==> src/rtl/demux_n.sv <==
// Clocked 4-phase one-hot demux: steers one bundled-data word to one of M output channels.
// Optional protocol checking is built only when DEMUX_ERR_EN is defined.
module demux_n #(
  parameter int unsigned N = 1,
  parameter int unsigned M = 2
) (
  input  logic             clk,
  input  logic             rst,
  input  logic             r_i,
  output logic             a_i,
  input  logic [N-1:0]     d_i,
  input  logic [M-1:0]     ctl_i,
  output logic             actl_i,
  output logic [M-1:0]     r_o,
  input  logic [M-1:0]     a_o,
  output logic [M*N-1:0]   d_o,
  output logic             err
);

  localparam int unsigned SelW = (M > 1) ? $clog2(M) : 1;

  typedef enum logic [1:0] {StIdle, StReq, StAck, StRtz} state_e;

  state_e            state_q, state_d;
  logic [N-1:0]      data_q, data_d;
  logic [SelW-1:0]   sel_q, sel_d;
  logic [M-1:0]      r_o_q, r_o_d;
  logic              a_i_q, a_i_d;

  logic              ctl_onehot;
  logic [SelW-1:0]   ctl_enc;

  // OR-encoder: only meaningful when ctl_i is one-hot, so no priority is needed.
  always_comb begin
    ctl_onehot = (ctl_i != '0) && ((ctl_i & (ctl_i - M'(1))) == '0);
    ctl_enc    = '0;
    for (int k = 0; k < int'(M); k++) begin
      if (ctl_i[k]) ctl_enc = ctl_enc | SelW'(k);
    end
  end

  always_comb begin
    state_d = state_q;
    data_d  = data_q;
    sel_d   = sel_q;
    r_o_d   = r_o_q;
    a_i_d   = a_i_q;
    unique case (state_q)
      StIdle: begin
        if (r_i && ctl_onehot) begin
          data_d  = d_i;
          sel_d   = ctl_enc;
          r_o_d   = ctl_i;
          state_d = StReq;
        end
      end
      StReq: begin
        if (a_o[sel_q]) begin
          a_i_d   = 1'b1;
          state_d = StAck;
        end
      end
      StAck: begin
        if (!r_i && (ctl_i == '0)) begin
          r_o_d   = '0;
          state_d = StRtz;
        end
      end
      StRtz: begin
        if (!a_o[sel_q]) begin
          a_i_d   = 1'b0;
          state_d = StIdle;
        end
      end
      default: state_d = StIdle;
    endcase
  end

  always_ff @(posedge clk) begin
    if (!rst) begin
      state_q <= StIdle;
      data_q  <= '0;
      sel_q   <= '0;
      r_o_q   <= '0;
      a_i_q   <= 1'b0;
    end else begin
      state_q <= state_d;
      data_q  <= data_d;
      sel_q   <= sel_d;
      r_o_q   <= r_o_d;
      a_i_q   <= a_i_d;
    end
  end

  assign a_i    = a_i_q;
  assign actl_i = a_i_q;
  assign r_o    = r_o_q;
  assign d_o    = {M{data_q}};

`ifdef DEMUX_ERR_EN
  logic          err_q, err_d;
  logic [M-1:0]  sel_mask;
  logic          ctl_multi;

  always_comb begin
    sel_mask  = M'(1) << sel_q;
    ctl_multi = (ctl_i & (ctl_i - M'(1))) != '0;
    err_d     = err_q;
    unique case (state_q)
      StIdle: if (r_i && ctl_multi) err_d = 1'b1;
      StReq: begin
        if ((ctl_i != sel_mask) || (d_i != data_q) || ((a_o & ~sel_mask) != '0)) err_d = 1'b1;
      end
      StAck: if ((a_o & ~sel_mask) != '0) err_d = 1'b1;
      default: ;
    endcase
  end

  always_ff @(posedge clk) begin
    if (!rst) err_q <= 1'b0;
    else      err_q <= err_d;
  end

  assign err = err_q;
`else
  assign err = 1'b0;
`endif

endmodule

==> config.mk <==
export PLATFORM = sky130hd
export DESIGN_NAME = demux_n
export DESIGN_NICKNAME = d
export VERILOG_FILES = /design/src/rtl/demux_n.sv
export SDC_FILE = /design/constraint.sdc
export NUM_CORES = 1
export LEC_CHECK = 0
export ABC_AREA = 1
export BUFFER_PORTS_ARGS = -buffer_cell sky130_fd_sc_hd__buf_2
export CAP_MARGIN = 20
export CORE_AREA = 2 2 39 41
export CTS_CLUSTER_DIAMETER = 100
export DETAILED_ROUTE_END_ITERATION = 10
export DIE_AREA = 0 0 41 43
export PLACE_DENSITY = 0.59
export SLEW_MARGIN = 20
export SYNTH_ARGS = -nofsm -noshare
export SYNTH_HDL_FRONTEND = slang
export SYNTH_SLANG_ARGS = --single-unit
==> constraint.sdc <==
create_clock -name clk -period 1.9 [get_ports clk]
set_input_delay 0.38 -clock clk [delete_from_list [all_inputs] [get_ports clk]]
set_output_delay 0.38 -clock clk [all_outputs]
set_load 0.005 [all_outputs]
==> results of run 1 <==
[flip-flops by register name (all words and copies together) (netlist names)]
name	flops
r_o	2
a_i	1
sel_q	1
data_q	1
state_q	2
[worst max path at each step]
stage | startpoint | endpoint | slack (ns) | depth (start not counted)
after floorplan | ctl_i[0] | state_q[0] | 0.69 | 8
after CTS | state_q[1] | state_q[0] | 0.65 | 8
final | state_q[1] | state_q[0] | 0.64 | 8
after global routing | state_q[1] | state_q[1] | 0.54 | 8
after detailed placement | ctl_i[0] | state_q[1] | 0.54 | 9
after global placement | ctl_i[0] | state_q[0] | 0.54 | 9
[worst register-to-register path, stage by stage (launching register included)]
cell and delay (ns):
dfxtp_1 0.39, inv_1 0.11, ha_1 0.21, inv_1 0.06
nand3_1 0.10, nand2_2 0.12, nand3_1 0.07, nand2_1 0.06
nor2_1 0.03
[metal layers]
metal / vias to the layer above / GRT usage (%) / wire length, um
li1: 250 / - / -
met1: 195 / 16.1 / 399
met2: 15 / 13.8 / 351
met3: 2 / 1.57 / 40
met4: 0 / 10.0 / 15
met5: - / 0 / 0
[report_power, final]
| group | switching [mW] | internal (mW) | leakage [nW] |
|---|---|---|---|
| clock network | 0.0538 | 0.0801 | 0.0150 |
| registers | 0.0337 | 0.194 | 0.0577 |
| logic | 0.213 | 0.149 | 0.248 |
[layout make-up]
type                    count  area (sq um)  share of cell area, %
well taps                  16          20.0                   3.50
repair buffers             13          65.1                   11.4
flip-flops and latches      7           140                   24.5
inverters                  16          60.1                   10.5
clock buffers               4          26.3                   4.60
multi-input cells          48           260                   45.5
[kinds of logic after synthesis]
| kind of cell | count (synthesis) | share of synthesized area [%] |
|---|---|---|
| AND/OR/NAND/NOR | 32 | 27.8 |
| buffers and inverters | 20 | 18.4 |
| AO/OA/AOI/OAI | 9 | 9.18 |
| flip-flops | 7 | 28.6 |
| adder cells (fa/ha/maj) | 6 | 15.3 |
| other | 1 | 0.765 |
[per-stage QoR]
step	power, mW	worst slack (ns)	area, sq um	hold WS (ns)	std cells
after global routing	0.811	0.540	572	0.432	104
after floorplan	0.523	0.693	490	0.437	75
after CTS	0.735	0.649	572	0.408	104
after global placement	0.592	0.541	546	0.441	100
after detailed placement	0.594	0.540	546	0.443	100
final	0.723	0.643	572	0.416	104
[placed cells by master, fill, tap and decap left out, drive strengths merged]
| cell type | synthesis | layout |
|---|---|---|
| nand2 | 17 | 17 |
| inv | 16 | 16 |
| buf | 4 | 13 |
| nand3 | 7 | 7 |
| nor2 | 7 | 7 |
| dfxtp | 7 | 7 |
| a21oi | 6 | 6 |
| ha | 6 | 6 |
| clkbuf | 0 | 4 |
| o21ai | 3 | 3 |
| nand4 | 1 | 1 |
| conb | 1 | 1 |
==> results.json, run 1 <==
{
  "finalHoldViolCount": 0,
  "cts-root-buf": "clkbuf_4",
  "yosys-top-cells-area": "dfxtp_1, ha_1, nand2_1, inv_1, nand3_1",
  "synth-edff-count": 0,
  "routedWlPerCell_um": 7.76,
  "grt_max_degree": 8,
  "cts_buffer_depth": 2,
  "synth_top_area_cell": "dfxtp_1",
  "fin_crit_sh_pct": 66.1,
  "vias": 462,
  "grt_usage_pct": 11.3,
  "crit_buf_inv": 2,
  "syn_to_final_growth_pct": 16.6,
  "nFillCells": 158,
  "min_period_ns": 1.26,
  "vdd_drop_max_mv": 0.444,
  "path_class": "reg2reg",
  "setup_viol": 0,
  "insertion_delay_ns": 0.25,
  "coreArea_sq_mm": 0.00138,
  "synth-main-ff-cell": "dfxtp_1",
  "cp-start-kind": "flop",
  "finalMaxSlewViolations": 0,
  "slowest_stage": "dfxtp_1",
  "avgSynthCellArea_sq_um": 6.54,
  "crit_required_ns": 2.04,
  "ys_types": 13,
  "port-buffer-count": 13,
  "utilization_pct": 41.3,
  "holdPathEnd": "data_q",
  "die_h_um": 43,
  "worstPathArrival_ns": 1.40,
  "dpl.hpwl_um": 686,
  "yosysMostFrequentCell": "nand2_1",
  "ys_seq_area_share_pct": 28.6,
  "syn_area_sq_um": 490,
  "cpPeakStageDelay_ns": 0.39,
  "first_global_vias": 357,
  "postSynthCellCount": 75,
  "ys_seq_elements": 7,
  "maxCapViolations": 0,
  "rsz0062_at_grt": "false",
  "end_kind": "flop",
  "async_reset_ff_share_pct": 0,
  "yosysWarnings": 0,
  "leakage_nw": 0.321,
  "cts_tree": "built",
  "min_from": "d_i",
  "hold_buffers": 0,
  "clkTransAtPathRegs_ns": 0.05,
  "wl_um": 807,
  "layout-drive-gt1-share_pct": 22.7,
  "synth_common_cells": "nand2_1, inv_1, dfxtp_1, nand3_1, nor2_1",
  "path_max_fanout": 4,
  "overflow": 0,
  "whs_path_depth": 3,
  "clock-sinks": 7,
  "cts_setup_buffers": 0,
  "cts_resized": 0,
  "grt_pass1_wl_um": 1310,
  "antenna_found_initial": 0,
  "pwr_density_cell_mw_per_mm2": 1260,
  "r2r_slack_ns": 0.64,
  "avgViaCountPerCell": 4.44,
  "fmax_mhz": 796,
  "r2r_cells": 8,
  "tns_ns": 0,
  "r2r_start": "state_q[1]",
  "row_count": 14,
  "start_util_pct": 35.4,
  "worstHoldPathType": "in2reg",
  "drtIter0Drc": 10,
  "first_pass_iters": 4,
  "die_x_um": 41,
  "cts-buffers-inserted": 3,
  "cts_htree_levels": 1,
  "r2r-end": "state_q[0]",
  "status": "finished clean",
  "skew_ns": 0.00245,
  "gp_congestion": 0.740,
  "num_antenna_cells": 0,
  "critPathTopFamily": "flip-flops",
  "syn-num-nets": 89,
  "yosysTopAreaCellShare_pct": 28.6,
  "nets": 103,
  "cp_cell_sequence": "inv_1 > ha_1 > inv_1 > nand3_1 > nand2_2 > nand3_1 > nand2_1 > nor2_1",
  "ant_nets": 0,
  "drc": 0,
  "num_io_pins": 15,
  "dieArea_sq_mm": 0.00176
}
(Power assumes the default switching activity.)
==> run 2: changes to the inputs <==
ABC_AREA = 0   (was 1)
PLACE_DENSITY = 0.58   (was 0.59)
clock period = 1.11 ns   (was 1.9 ns; I/O delays follow)
==> run 2 against run 1 <==
The flow now finishes with violations (negative setup slack). Final area rose by 16%. Routed wire length rose by 12%. Count of clock-buffer cells in the layout did not move. Combinational power rose by 63%. Critical endpoint is now state_q[1]. Clock power rose by 72%. Largest power group unchanged. Cell count fell by 15%. Largest cell class unchanged. Via count fell by 12%. Hold slack got worse by 0.18 ns. Power rose by 68%. Core utilization rose by 6.4 points. Setup slack got worse by 0.80 ns. Die area did not move.
==> results.json, run 2 <==
{
  "status": "finished, violations left",
  "violations": "negative setup slack",
  "yosysWarnings": 0,
  "gp_congestion": 0.706,
  "clkTransAtPathRegs_ns": 0.05,
  "final_common_cell": "buf_2",
  "ant_nets": 0,
  "multi_input_area_sq_um": 335,
  "overflow": 0,
  "min_period_ns": 1.27,
  "seq_area_sq_um": 149,
  "pwr-share-comb_pct": 48.4,
  "cts-root-buf": "clkbuf_4",
  "fin_cells": 88,
  "yosys.area_share.adder_pct": 16.3,
  "finalMaxSlewViolations": 0,
  "p_seq_share_pct": 32.6,
  "syn_to_final_growth_pct": 43.9,
  "ys_seq_elements": 7,
  "num_io_pins": 15,
  "nets": 87,
  "synth-edff-count": 0,
  "synth_xor_area_share_pct": 0,
  "power_frac_clock_pct": 19.0,
  "path_class": "reg2reg",
  "preCtsSetupSlack_ns": -0.201,
  "grt_max_degree": 10,
  "worst_slack_ns": -0.156,
  "synth_top_area_cell": "dfxtp_1",
  "clock-sinks": 7,
  "dpl_cell_area_sq_um": 577,
  "design_area_sq_um": 661,
  "row_count": 14,
  "yosysTopAreaCellShare_pct": 30.5,
  "synthMuxAreaShare_pct": 8.72,
  "cts_buffer_depth": 2,
  "first_global_vias": 377,
  "avgSynthCellArea_sq_um": 8.66,
  "cts_tree": "built",
  "cts_htree_levels": 1,
  "grt_pass1_wl_um": 1520,
  "finalHoldViolCount": 0,
  "num_antenna_cells": 0,
  "coreArea_sq_mm": 0.00138,
  "skew_ns": 0.00352,
  "fin_hold_ws_ns": 0.235,
  "path_max_fanout": 4,
  "switchingPower_mw": 0.439,
  "maxCapViolations": 0,
  "die_h_um": 43,
  "wl_um": 900,
  "rsz0062_at_grt": "true",
  "worstPathArrival_ns": 1.43,
  "avgViaCountPerCell": 4.61,
  "tns_ns": -0.496,
  "layout-drive-gt1-share_pct": 51.4,
  "port-buffer-count": 13,
  "antenna_found_initial": 0,
  "setup_viol": 4,
  "vdd_drop_max_mv": 1.08,
  "insertion_delay_ns": 0.25,
  "total_power_mw": 1.22,
  "utilization_pct": 47.7,
  "cts-buffers-inserted": 3,
  "yosys-top-cells-area": "dfxtp_1, ha_1, mux2i_1, buf_4, a21oi_1",
  "pwr_density_cell_mw_per_mm2": 1840,
  "cp-start-kind": "flop",
  "worstHoldPathType": "in2reg",
  "routedWlPerCell_um": 10.2,
  "dpl.hpwl_um": 670,
  "synth_common_cells": "dfxtp_1, ha_1, nand2_1, a21oi_1",
  "end_kind": "flop",
  "async_reset_ff_share_pct": 0,
  "dp.cells": 84,
  "crit_required_ns": 1.27,
  "syn_area_sq_um": 459,
  "yosys.area_share.simple_pct": 21.8,
  "grt_usage_pct": 13.2,
  "p_int_mw": 0.779,
  "drtIter0Drc": 3,
  "nFillCells": 143,
  "ys_seq_area_share_pct": 30.5,
  "syn-num-nets": 67,
  "final_cell_mix": "buf_2, nand2_1, buf_4, nor2b_1, dfxtp_1",
  "leakage_nw": 0.312,
  "die_x_um": 41,
  "start_util_pct": 33.2,
  "synth-main-ff-cell": "dfxtp_1",
  "swShare_pct": 36.1,
  "synth_top_family_by_area": "simple AND/OR/NAND/NOR gates",
  "fin_crit_sh_pct": 114,
  "fmax_mhz": 790,
  "postSynthCellCount": 53,
  "ys_types": 18,
  "yosysMostFrequentCell": "dfxtp_1",
  "dieArea_sq_mm": 0.00176,
  "synth_compound_area_share_pct": 12.0,
  "vias": 406,
  "drc": 0,
  "first_pass_iters": 2
}
## run 2: cell count changes in the layout (fill, tap and decap cells not counted), moves of 3 or more
cell     before  now
dfxtp_1       7    4
inv_1        14    2
nand2_1      15    6
mux2i_1       0    3
nor2b_1       0    4
ha_1          6    3
nor2_1        7    1
nand3_1       7    0
a21oi_1       6    3
buf_4         0    6
## run 2: area by class of cell
type,instances,area share [%]
clock buffers,4,3.98
inverters,4,3.03
multi-input cells,38,50.8
flip-flops and latches,7,22.5
well taps,16,3.03
repair buffers,19,16.7
## run 2: cell families after synthesis
family,after synthesis
AOI/OAI and AO/OA,9
buffers and inverters,8
other,1
and+or+nand+nor,18
muxes,4
DFF,7
adders and majority gates,6
## run 2: final timing paths
kind | end | slack (ns) | cells after the start | from
setup / recovery | state_q[1] | -0.16 | 5 | state_q[0]
hold reg to reg | a_i | 0.49 | 2 | a_i
setup reg to reg | state_q[1] | -0.16 | 5 | state_q[0]
hold / removal | data_q | 0.23 | 3 | d_i
## run 2: power groups by stage
| stage | Combinational, mW | Clock (mW) | Sequential [mW] |
|---|---|---|---|
| 6_report | 0.590 | 0.231 | 0.397 |
| 5_1_grt | 0.663 | 0.258 | 0.412 |
| 4_1_cts | 0.557 | 0.240 | 0.397 |
| 3_5_place_dp | 0.517 | 0 | 0.373 |
| 3_3_place_gp | 0.499 | 0 | 0.369 |
| 2_1_floorplan | 0.368 | 0 | 0.364 |
## run 2: layer usage
| metal | vias up | share of wire [%] | GRT usage [%] |
|---|---|---|---|
| li1 | 213 | - | - |
| met5 | - | 0 | 0 |
| met1 | 184 | 45 | 13.5 |
| met3 | 2 | 4.0 | 3.14 |
| met4 | 0 | 1.1 | 10.0 |
| met2 | 7 | 50 | 21.6 |
## run 2: repair_timing
item | in CTS | in global routing
hold buffers | 0 | 0
setup buffers | 0 | 0
pin swaps | 2 | 0
resized for setup | 9 | 6
endpoints found under the setup margin | 6 | 7
## run 2: worst max-delay path, cell delays in order, from the launching register on
cell and delay, ns:
dfxtp_4 0.38, inv_4 0.05, ha_4 0.17, nor3b_4 0.23, o22ai_2 0.14, mux2i_1 0.19
